**src/rtl/row_wr_512b_to_bram_if.sv**
```systemverilog
// Requester and BRAM-controller signals of the 512-bit row writer.
// master = requester/BRAM-controller side, slave = the row writer itself.
interface row_wr_512b_to_bram_if;
  logic         i_trig_wr;
  logic [8:0]   i_row_num_to_write;
  logic [511:0] i_row_512b;
  logic         o_done;
  logic         o_busy;
  logic         o_err;
  logic [12:0]  o_wr_to_bram_addr;
  logic [31:0]  o_wr_to_bram_data;
  logic         o_wr_to_bram_trig;
  logic         i_wr_to_bram_done;

  modport master (
    output i_trig_wr, i_row_num_to_write, i_row_512b, i_wr_to_bram_done,
    input  o_done, o_busy, o_err, o_wr_to_bram_addr, o_wr_to_bram_data, o_wr_to_bram_trig
  );

  modport slave (
    input  i_trig_wr, i_row_num_to_write, i_row_512b, i_wr_to_bram_done,
    output o_done, o_busy, o_err, o_wr_to_bram_addr, o_wr_to_bram_data, o_wr_to_bram_trig
  );
endinterface

```
**src/rtl/row_wr_512b_to_bram.sv**
```systemverilog
// Splits a captured 512-bit row into 16 ordered 32-bit BRAM writes, one strobe per word.
// First strobe the cycle after the trigger edge; each word waits for the controller's done pulse or a timeout.
module row_wr_512b_to_bram #(
  parameter int TIMEOUT_CYC = 255
) (
  input logic                   i_clk,
  input logic                   i_rstn,
  row_wr_512b_to_bram_if.slave  bus
);

  localparam int CW = (TIMEOUT_CYC < 2) ? 1 : $clog2(TIMEOUT_CYC);
  localparam logic [CW-1:0] TO_LAST = CW'(TIMEOUT_CYC - 1);

  typedef enum logic [1:0] {IDLE, ISSUE, WAIT, DONE} state_t;

  state_t         state;
  state_t         state_nxt;
  logic           trig_prev;
  logic [8:0]     row_q;
  logic [511:0]   row_dat_q;
  logic [3:0]     k_q;
  logic [CW-1:0]  to_cnt;
  logic           err_q;

  logic           trig_edge;
  logic           cap_en;
  logic           k_inc;
  logic           set_err;

  assign trig_edge = bus.i_trig_wr & ~trig_prev;

  always_comb begin
    state_nxt = state;
    cap_en    = 1'b0;
    k_inc     = 1'b0;
    set_err   = 1'b0;
    case (state)
      IDLE: begin
        if (trig_edge) begin
          cap_en    = 1'b1;
          state_nxt = ISSUE;
        end
      end
      ISSUE: state_nxt = WAIT;
      WAIT: begin
        // A done arriving on the last timeout cycle still counts as success.
        if (bus.i_wr_to_bram_done) begin
          if (k_q == 4'd15) begin
            state_nxt = DONE;
          end else begin
            k_inc     = 1'b1;
            state_nxt = ISSUE;
          end
        end else if (to_cnt == TO_LAST) begin
          set_err   = 1'b1;
          state_nxt = DONE;
        end
      end
      DONE: begin
        if (!bus.i_trig_wr) state_nxt = IDLE;
      end
      default: state_nxt = IDLE;
    endcase
  end

  always_ff @(posedge i_clk or negedge i_rstn) begin
    if (!i_rstn) begin
      state     <= IDLE;
      trig_prev <= 1'b0;
      row_q     <= '0;
      row_dat_q <= '0;
      k_q       <= '0;
      to_cnt    <= '0;
      err_q     <= 1'b0;
    end else begin
      state     <= state_nxt;
      trig_prev <= bus.i_trig_wr;
      if (cap_en) begin
        row_q     <= bus.i_row_num_to_write;
        row_dat_q <= bus.i_row_512b;
        k_q       <= '0;
        err_q     <= 1'b0;
      end
      if (k_inc) k_q <= k_q + 4'd1;
      if (set_err) err_q <= 1'b1;
      if (state == ISSUE) begin
        to_cnt <= '0;
      end else if (state == WAIT) begin
        to_cnt <= to_cnt + 1'b1;
      end
    end
  end

  assign bus.o_wr_to_bram_trig = (state == ISSUE);
  assign bus.o_busy            = (state != IDLE);
  assign bus.o_done            = (state == DONE);
  assign bus.o_err             = err_q;
  assign bus.o_wr_to_bram_addr = {row_q, k_q};
  assign bus.o_wr_to_bram_data = row_dat_q[{k_q, 5'd0} +: 32];

endmodule

```
**src/flat_wrapper.sv**
```systemverilog
// flat-port wrapper written by rule: the top's interface ports become plain ports
module row_wr_512b_to_bram_flat 
#(
  parameter int TIMEOUT_CYC = 255
)
  (i_clk, i_rstn, bus_i_trig_wr, bus_i_row_num_to_write, bus_i_row_512b, bus_i_wr_to_bram_done, bus_o_done, bus_o_busy, bus_o_err, bus_o_wr_to_bram_addr, bus_o_wr_to_bram_data, bus_o_wr_to_bram_trig);
  row_wr_512b_to_bram_if bus_i ();
  input logic i_clk;
  input logic i_rstn;
  input wire logic [$bits(bus_i.i_trig_wr)-1:0] bus_i_trig_wr;
  input wire logic [$bits(bus_i.i_row_num_to_write)-1:0] bus_i_row_num_to_write;
  input wire logic [$bits(bus_i.i_row_512b)-1:0] bus_i_row_512b;
  input wire logic [$bits(bus_i.i_wr_to_bram_done)-1:0] bus_i_wr_to_bram_done;
  output wire logic [$bits(bus_i.o_done)-1:0] bus_o_done;
  output wire logic [$bits(bus_i.o_busy)-1:0] bus_o_busy;
  output wire logic [$bits(bus_i.o_err)-1:0] bus_o_err;
  output wire logic [$bits(bus_i.o_wr_to_bram_addr)-1:0] bus_o_wr_to_bram_addr;
  output wire logic [$bits(bus_i.o_wr_to_bram_data)-1:0] bus_o_wr_to_bram_data;
  output wire logic [$bits(bus_i.o_wr_to_bram_trig)-1:0] bus_o_wr_to_bram_trig;
  assign bus_i.i_trig_wr = bus_i_trig_wr;
  assign bus_i.i_row_num_to_write = bus_i_row_num_to_write;
  assign bus_i.i_row_512b = bus_i_row_512b;
  assign bus_i.i_wr_to_bram_done = bus_i_wr_to_bram_done;
  assign bus_o_done = bus_i.o_done;
  assign bus_o_busy = bus_i.o_busy;
  assign bus_o_err = bus_i.o_err;
  assign bus_o_wr_to_bram_addr = bus_i.o_wr_to_bram_addr;
  assign bus_o_wr_to_bram_data = bus_i.o_wr_to_bram_data;
  assign bus_o_wr_to_bram_trig = bus_i.o_wr_to_bram_trig;
  row_wr_512b_to_bram #(.TIMEOUT_CYC(TIMEOUT_CYC)) u_core (.i_clk(i_clk), .i_rstn(i_rstn), .bus(bus_i));
endmodule
```
**config.mk**
```make
export PLATFORM = sky130hd
export DESIGN_NAME = row_wr_512b_to_bram_flat
export DESIGN_NICKNAME = d
export VERILOG_FILES = /design/src/rtl/row_wr_512b_to_bram_if.sv /design/src/rtl/row_wr_512b_to_bram.sv /design/src/flat_wrapper.sv
export SDC_FILE = /design/constraint.sdc
export NUM_CORES = 1
export LEC_CHECK = 0
export ABC_AREA = 1
export CORE_UTILIZATION = 28
export DETAILED_ROUTE_END_ITERATION = 7
export PLACE_DENSITY = 0.46
export SLEW_MARGIN = 20
export SYNTH_ARGS = -nofsm -noshare
export SYNTH_HDL_FRONTEND = slang
export SYNTH_SLANG_ARGS = --single-unit
```
**constraint.sdc**
```tcl
create_clock -name i_clk -period 3.1 [get_ports i_clk]
set_input_delay 0.465 -clock i_clk [delete_from_list [all_inputs] [get_ports i_clk]]
set_output_delay 0.465 -clock i_clk [all_outputs]
set_load 0.005 [all_outputs]
```
==> results of run 1 <==
cells by family after synthesis:
logic type      count (synthesis)  synth area share (%)
simple gates                 1652                  25.7
buf+inv                       688                  12.3
flops                         537                  51.5
compound gates                528                  10.1
fa+ha+maj                       8                 0.383
xor+xnor                        1                0.0336
tightest hold or removal path: stages:
cell and delay, ps:
clkdlybuf4s50_1 390, nand2_1 60, nand2_1 40
final timing paths:
kind / start / end / slack (ps) / cells after the start
min in group asynchronous: i_rstn / u_core.to_cnt[4] / 400 / 2
setup reg to reg: u_core.k_q[0] / u_core.k_q[0] / 510 / 8
max in group asynchronous: i_rstn / u_core.row_dat_q[415] / 1620 / 4
hold reg to reg: u_core.row_dat_q[361] / u_core.row_dat_q[361] / 480 / 2
setup / recovery: u_core.k_q[0] / bus_o_wr_to_bram_data[3] / -150 / 9
hold / removal: bus_i_row_num_to_write[6] / u_core.row_q[6] / 390 / 3
sequential cells by signal, indices dropped and copies added (netlist names):
name	count
u_core.row_dat_q	512
u_core.row_q	9
u_core.to_cnt	8
u_core.k_q	4
u_core.state	2
u_core.bus.o_err	1
u_core.trig_prev	1
layout make-up:
| class | count | area (sq um) | share of cell area, % |
|---|---|---|---|
| sequential | 537 | 13500 | 36.5 |
| multi-input combinational | 2189 | 10400 | 28.3 |
| timing repair buffer | 704 | 7490 | 20.3 |
| clock buffer | 95 | 1890 | 5.14 |
| inverter | 466 | 1790 | 4.85 |
| tap | 1243 | 1560 | 4.22 |
| clock inverter | 17 | 206 | 0.561 |
| antenna | 6 | 15.0 | 0.0408 |
| timing repair inverter | 1 | 8.76 | 0.0238 |
metrics by stage:
step	setup TNS, ps	total power (uW)
final	-1050	38100
after global routing	-2040	40700
after CTS	-2950	38100
after detailed placement	-6.62	28600
after global placement	-16.1	28500
after floorplan	0	20300
report_power, final:
group / leakage, uW / total, uW / switching [uW] / internal (uW)
Sequential: 0.00661 / 11400 / 1060 / 10300
Clock: 0.00102 / 7680 / 3180 / 4500
Combinational: 0.00951 / 19100 / 12200 / 6850
cells in the final DEF (no fill, tap or decap), types with 10 or more instances in the layout:
cell type and count:
clkbuf_16 70, inv_1 460, o21ai_0 240, o21ai_2 14, nand2_2 17, nand3_1 282
o21ai_1 264, clkbuf_8 11, nand2_1 1214, nand3_2 83, nand3_4 27, clkdlybuf4s50_1 548
nand2_4 11, dfrtp_1 533, buf_4 72, buf_12 33, nor2_1 13, buf_6 10
clkbuf_1 17
repair_timing:
action,4_1_cts,5_1_grt
hold buffers,1,0
setup endpoints to repair,32,31
pin swaps,34,16
cloned,8,3
resized for setup,224,61
hold endpoints to repair,46,0
buffers inserted,10,1
per-layer routing:
metal  global-route usage, %  routed length (um)  vias to the layer above  part of all wire (%)
met5                       0                 102                        -                 0.086
met3                    3.99                6850                      148                   5.8
met1                    32.2               51200                    11735                    43
met4                    7.82                3180                       14                   2.7
li1                        -                   -                    11747                     -
met2                    40.6               56600                      713                    48
==> impl_metrics.toml, run 1 <==
[worst_setup_path]
endpoint_kind = "primary output"
slowest_delay_ps = 520
crit_path_top_delay_cell = "clkdlybuf4s50_1"
crit_chain = "buf_6, buf_12, buf_12, nand2_1, nand3_1, nand3_2, nand3_4, nand2_4, clkdlybuf4s50_1"
critPathKind = "reg -> out"
start_kind = "flop"
cp_max_fo = 27
crit_family = "buffers and inverters"
arrival_ps = 2780
cp.required_ps = 2630
path_buf_inv = 4
cpMostUsedCell = "buf_12"

[clocking]
clkLatencyLatePin_ps = 600
clkTransAtPathRegs_ps = 60
clockBufferDepth = 3
tritoncts = "done"
root_buffer = "clkbuf_16"
cts_made_buffers = 67
cts.sinks = 537
h-tree-depth = 3

[logic_synthesis]
ys_seq_area_share_pct = 51.5
post-synth-top-count-cell = "nand2_1"
synth_edf_count = 0
syn_area_sq_um = 26100
avgSynthCellArea_sq_um = 7.65
yosysWarnings = 0
synthTopCellsByCount = "nand2_1, dfrtp_1, inv_1"
async_reset_ff_share_pct = 100
yosys_most_used_dff = "dfrtp_1"
synth_area_leaders = "dfrtp_1, nand2_1, nand3_1, inv_1, o21ai_1"
synthCells = 3414
synth_area_leader_cell = "dfrtp_1"
ys_ff_latch = 537
synth_top_area_share_pct = 51.5
postSynthNetCount = 3947
synth_cell_type_count = 27

[timing]
worst_pin_slew_ps = 1010
whs_ps = 395
slew_viol_final = 0
rsz0062_at_grt = "true"
finalSetupViolCount = 11
finClkSkew_ps = 15.0
max_freq_ghz = 0.308
period_needed_ps = 3250
slew_headroom_pct = 32.4
finalCritPeriodShare_pct = 105
hold_violations = 0
setup_slack_ps = -148

[global_route]
grt_max_degree = 100
grt-ovfl-total = 0
grt_pass1_wl_um = 167000
antenna_found_initial = 11
grtUsageTotal_pct = 24.4
grt_pass1_vias = 24403

[power]
peakVddDrop_v = 0.000491
p_per_area_nw_per_um2 = 1040
leakagePower_uw = 0.0171

[outcome]
failed_checks = "setup timing"
status = "complete, but fails checks"

[floorplanning]
die_h_um = 307
boundaryPins = 574
die_w_um = 307
rows = 111
core_sq_um = 92100
dieArea_sq_um = 94500
start_util_pct = 28.4

[final_layout]
area_delta_synth_final_pct = 41.1
nNetsFinal = 4499
design_area_sq_um = 36800
fill_cells = 9627
drive_gt1_share_pct = 10.1
stdcell_count = 5258
final_core_util_pct = 40.0

[min_path]
hp-class = "in -> reg"

[drt]
drc = 0
drt-wirelength-per-cell_um = 22.4
num_vias = 24357
dr.pass1.iters = 5
antenna_left = 0
viasPerCell = 4.63
drt_wl_total_um = 118000
drt_iter0_drc = 1833

[placement]
post-place-ws_ps = -6.62
io_buffers = 573
placed_cell_area_sq_um = 33300
dp_cells = 5117
dpl.hpwl_um = 86700
place.gp.congestion = 0.920

[run]
cap_violations = 0
No activity file was read; power rests on OpenSTA's default activity.
==> inputs of run 2 (changes only) <==
CTS_BUF_LIST = sky130_fd_sc_hd__clkbuf_4   (was not set)
==> run 2 against run 1 <==
Effect of this change: the run still ends with setup timing left; clock-buffer cell count increased by 137; highest routed layer unchanged; critical endpoint is now bus_o_wr_to_bram_data[14]; largest cell class unchanged; critical path depth increased by 2; total power increased by 11%; critical path type unchanged.
==> impl_metrics.toml, run 2 (synthesis results as in run 1) <==
[outcome]
status = "complete, but fails checks"
failed_checks = "setup timing"

[worst_setup_path]
crit_chain = "buf_12, clkinv_16, buf_16, buf_6, buf_6, nand2_2, nand3_2, nand3_4, nand3_4, nand2_2, buf_6"
cp_max_fo = 7
start_kind = "flop"
arrival_ps = 2890
reg2reg_to = "u_core.k_q[0]"
cp.required_ps = 2630
crit_path_top_delay_cell = "dfrtp_4"
crit_family = "buffers and inverters"
cpMostUsedCell = "buf_6"
regToRegSetupSlack_ps = 500
critPathKind = "reg -> out"
worstRegToRegCells = 8
r2r_start = "u_core.k_q[0]"
path_buf_inv = 6
endpoint_kind = "primary output"
slowest_delay_ps = 470

[floorplanning]
dieArea_sq_um = 94500
start_util_pct = 28.4
rows = 111
die_h_um = 307
die_w_um = 307
boundaryPins = 574
core_sq_um = 92100

[final_layout]
largestRegisters = "u_core.row_dat_q x512, u_core.row_q x9, u_core.to_cnt x8"
multi_input_area_sq_um = 12300
mostFrequentLayoutCell = "nand2_1"
largest_reg_flops = 512
design_area_sq_um = 44300
nNetsFinal = 5106
fill_cells = 9103
layout_common_cells = "nand2_1, clkdlybuf4s50_1, dfrtp_1"
area_delta_synth_final_pct = 69.8
drive_gt1_share_pct = 18.5
seq_area_sq_um = 13500
largest-register = "u_core.row_dat_q"

[timing]
max_freq_ghz = 0.298
slew_viol_final = 0
slew_headroom_pct = 31.5
finalSetupTns_ps = -5360
worst_pin_slew_ps = 1030
finClkSkew_ps = 48.3
period_needed_ps = 3350
setup_slack_ps = -253
finalCritPeriodShare_pct = 108
whs_ps = 96.0
finalSetupViolCount = 32
rsz0062_at_grt = "true"
hold_violations = 0

[min_path]
hp-class = "in -> reg"
hold_path_depth = 3
hold_path.startpoint = "bus_i_row_512b[245]"
min_to = "u_core.row_dat_q[245]"

[drt]
viasPerCell = 4.59
dr.pass1.iters = 8
drt_wl_total_um = 126000
num_vias = 27223
drt_iter0_drc = 1847
drt-wirelength-per-cell_um = 21.3
drc = 0
antenna_left = 0

[clocking]
cts_made_buffers = 161
tritoncts = "done"
clkLatencyLatePin_ps = 1050
clkTransAtPathRegs_ps = 70
clockBufferDepth = 3
h-tree-depth = 4
cts.sinks = 537
root_buffer = "clkbuf_4"

[placement]
dpl.hpwl_um = 86700
placed_cell_area_sq_um = 33300
place.gp.congestion = 0.920
io_buffers = 573

[power]
peakVddDrop_v = 0.000502
leakagePower_uw = 0.0202
p_per_area_nw_per_um2 = 950

[global_route]
antenna_found_initial = 7
grtUsageTotal_pct = 26.6
grt_max_degree = 100
grt_pass1_wl_um = 183000
grt_pass1_vias = 28003
grt-ovfl-total = 0

[run]
cap_violations = 0
[run 2: cell types whose count changed in the layout (fill, tap and decap cells not counted), moves of 51 or more]
cell / delta
nand3_2: +64
clkbuf_4: +232
nand3_4: +88
nand3_1: -152
nand2_2: +51
dlygate4sd3_1: +471
nand2_1: -78
clkbuf_16: -68
[run 2: final cells by class]
| cell class | instances | area share, % |
|---|---|---|
| multi-input combinational | 2189 | 27.8 |
| sequential | 537 | 30.3 |
| clock inverter | 35 | 0.488 |
| inverter | 466 | 4.05 |
| clock buffer | 232 | 3.93 |
| tap | 1243 | 3.51 |
| timing repair inverter | 2 | 0.0564 |
| timing repair buffer | 1216 | 29.7 |
| antenna | 10 | 0.0564 |
[run 2: timing repair]
action                                 in CTS  in global routing
setup buffers                              37                  3
setup endpoints to repair                  34                 33
gates resized for setup                   676                196
cloned                                     29                  2
pin swaps                                 157                123
hold buffers                              473                  0
endpoints found under the hold margin     848                  0
[run 2: stage by stage]
stage	worst slack [ps]	total power, uW	util (%)	instances
after floorplan	1340	20300	-	3414
after global placement	-16.1	28500	36.1	5117
after detailed placement	-6.62	28600	36.1	5117
after CTS	-330	41200	47.2	5920
after global routing	-381	44900	48.2	5929
final	-253	42100	48.2	5930
[run 2: per-layer routing]
metal  routed length, um  global-route usage (%)
met5                  31                       0
met4                4260                    9.94
met3                7030                    5.05
met2               61200                    44.5
met1               53700                    33.9
[run 2: worst register-to-register path, stage by stage, from the launching register on]
cell,delay [ps]
dfrtp_4,520
buf_12,190
buf_12,160
buf_4,160
ha_1,220
nand3_1,150
nand2_1,110
o21ai_0,650
o21ai_0,260
[run 2: worst max-delay path by stage]
stage,from,to,slack [ps],cells past startpoint
after global placement,u_core.k_q[0],bus_o_wr_to_bram_data[27],-20,8
after detailed placement,u_core.k_q[0],bus_o_wr_to_bram_data[27],-7,8
after global routing,u_core.k_q[0],bus_o_wr_to_bram_data[14],-380,11
final,u_core.k_q[0],bus_o_wr_to_bram_data[14],-250,11
after floorplan,u_core.k_q[0],bus_o_wr_to_bram_data[11],1340,9
after CTS,u_core.k_q[0],bus_o_wr_to_bram_data[27],-330,11
[run 2: where the power goes]
part | leakage (uW) | switching [uW] | internal (uW)
Clock | 0.00117 | 3310 | 3570
Sequential | 0.00661 | 1100 | 10300
Combinational | 0.0124 | 14400 | 9400
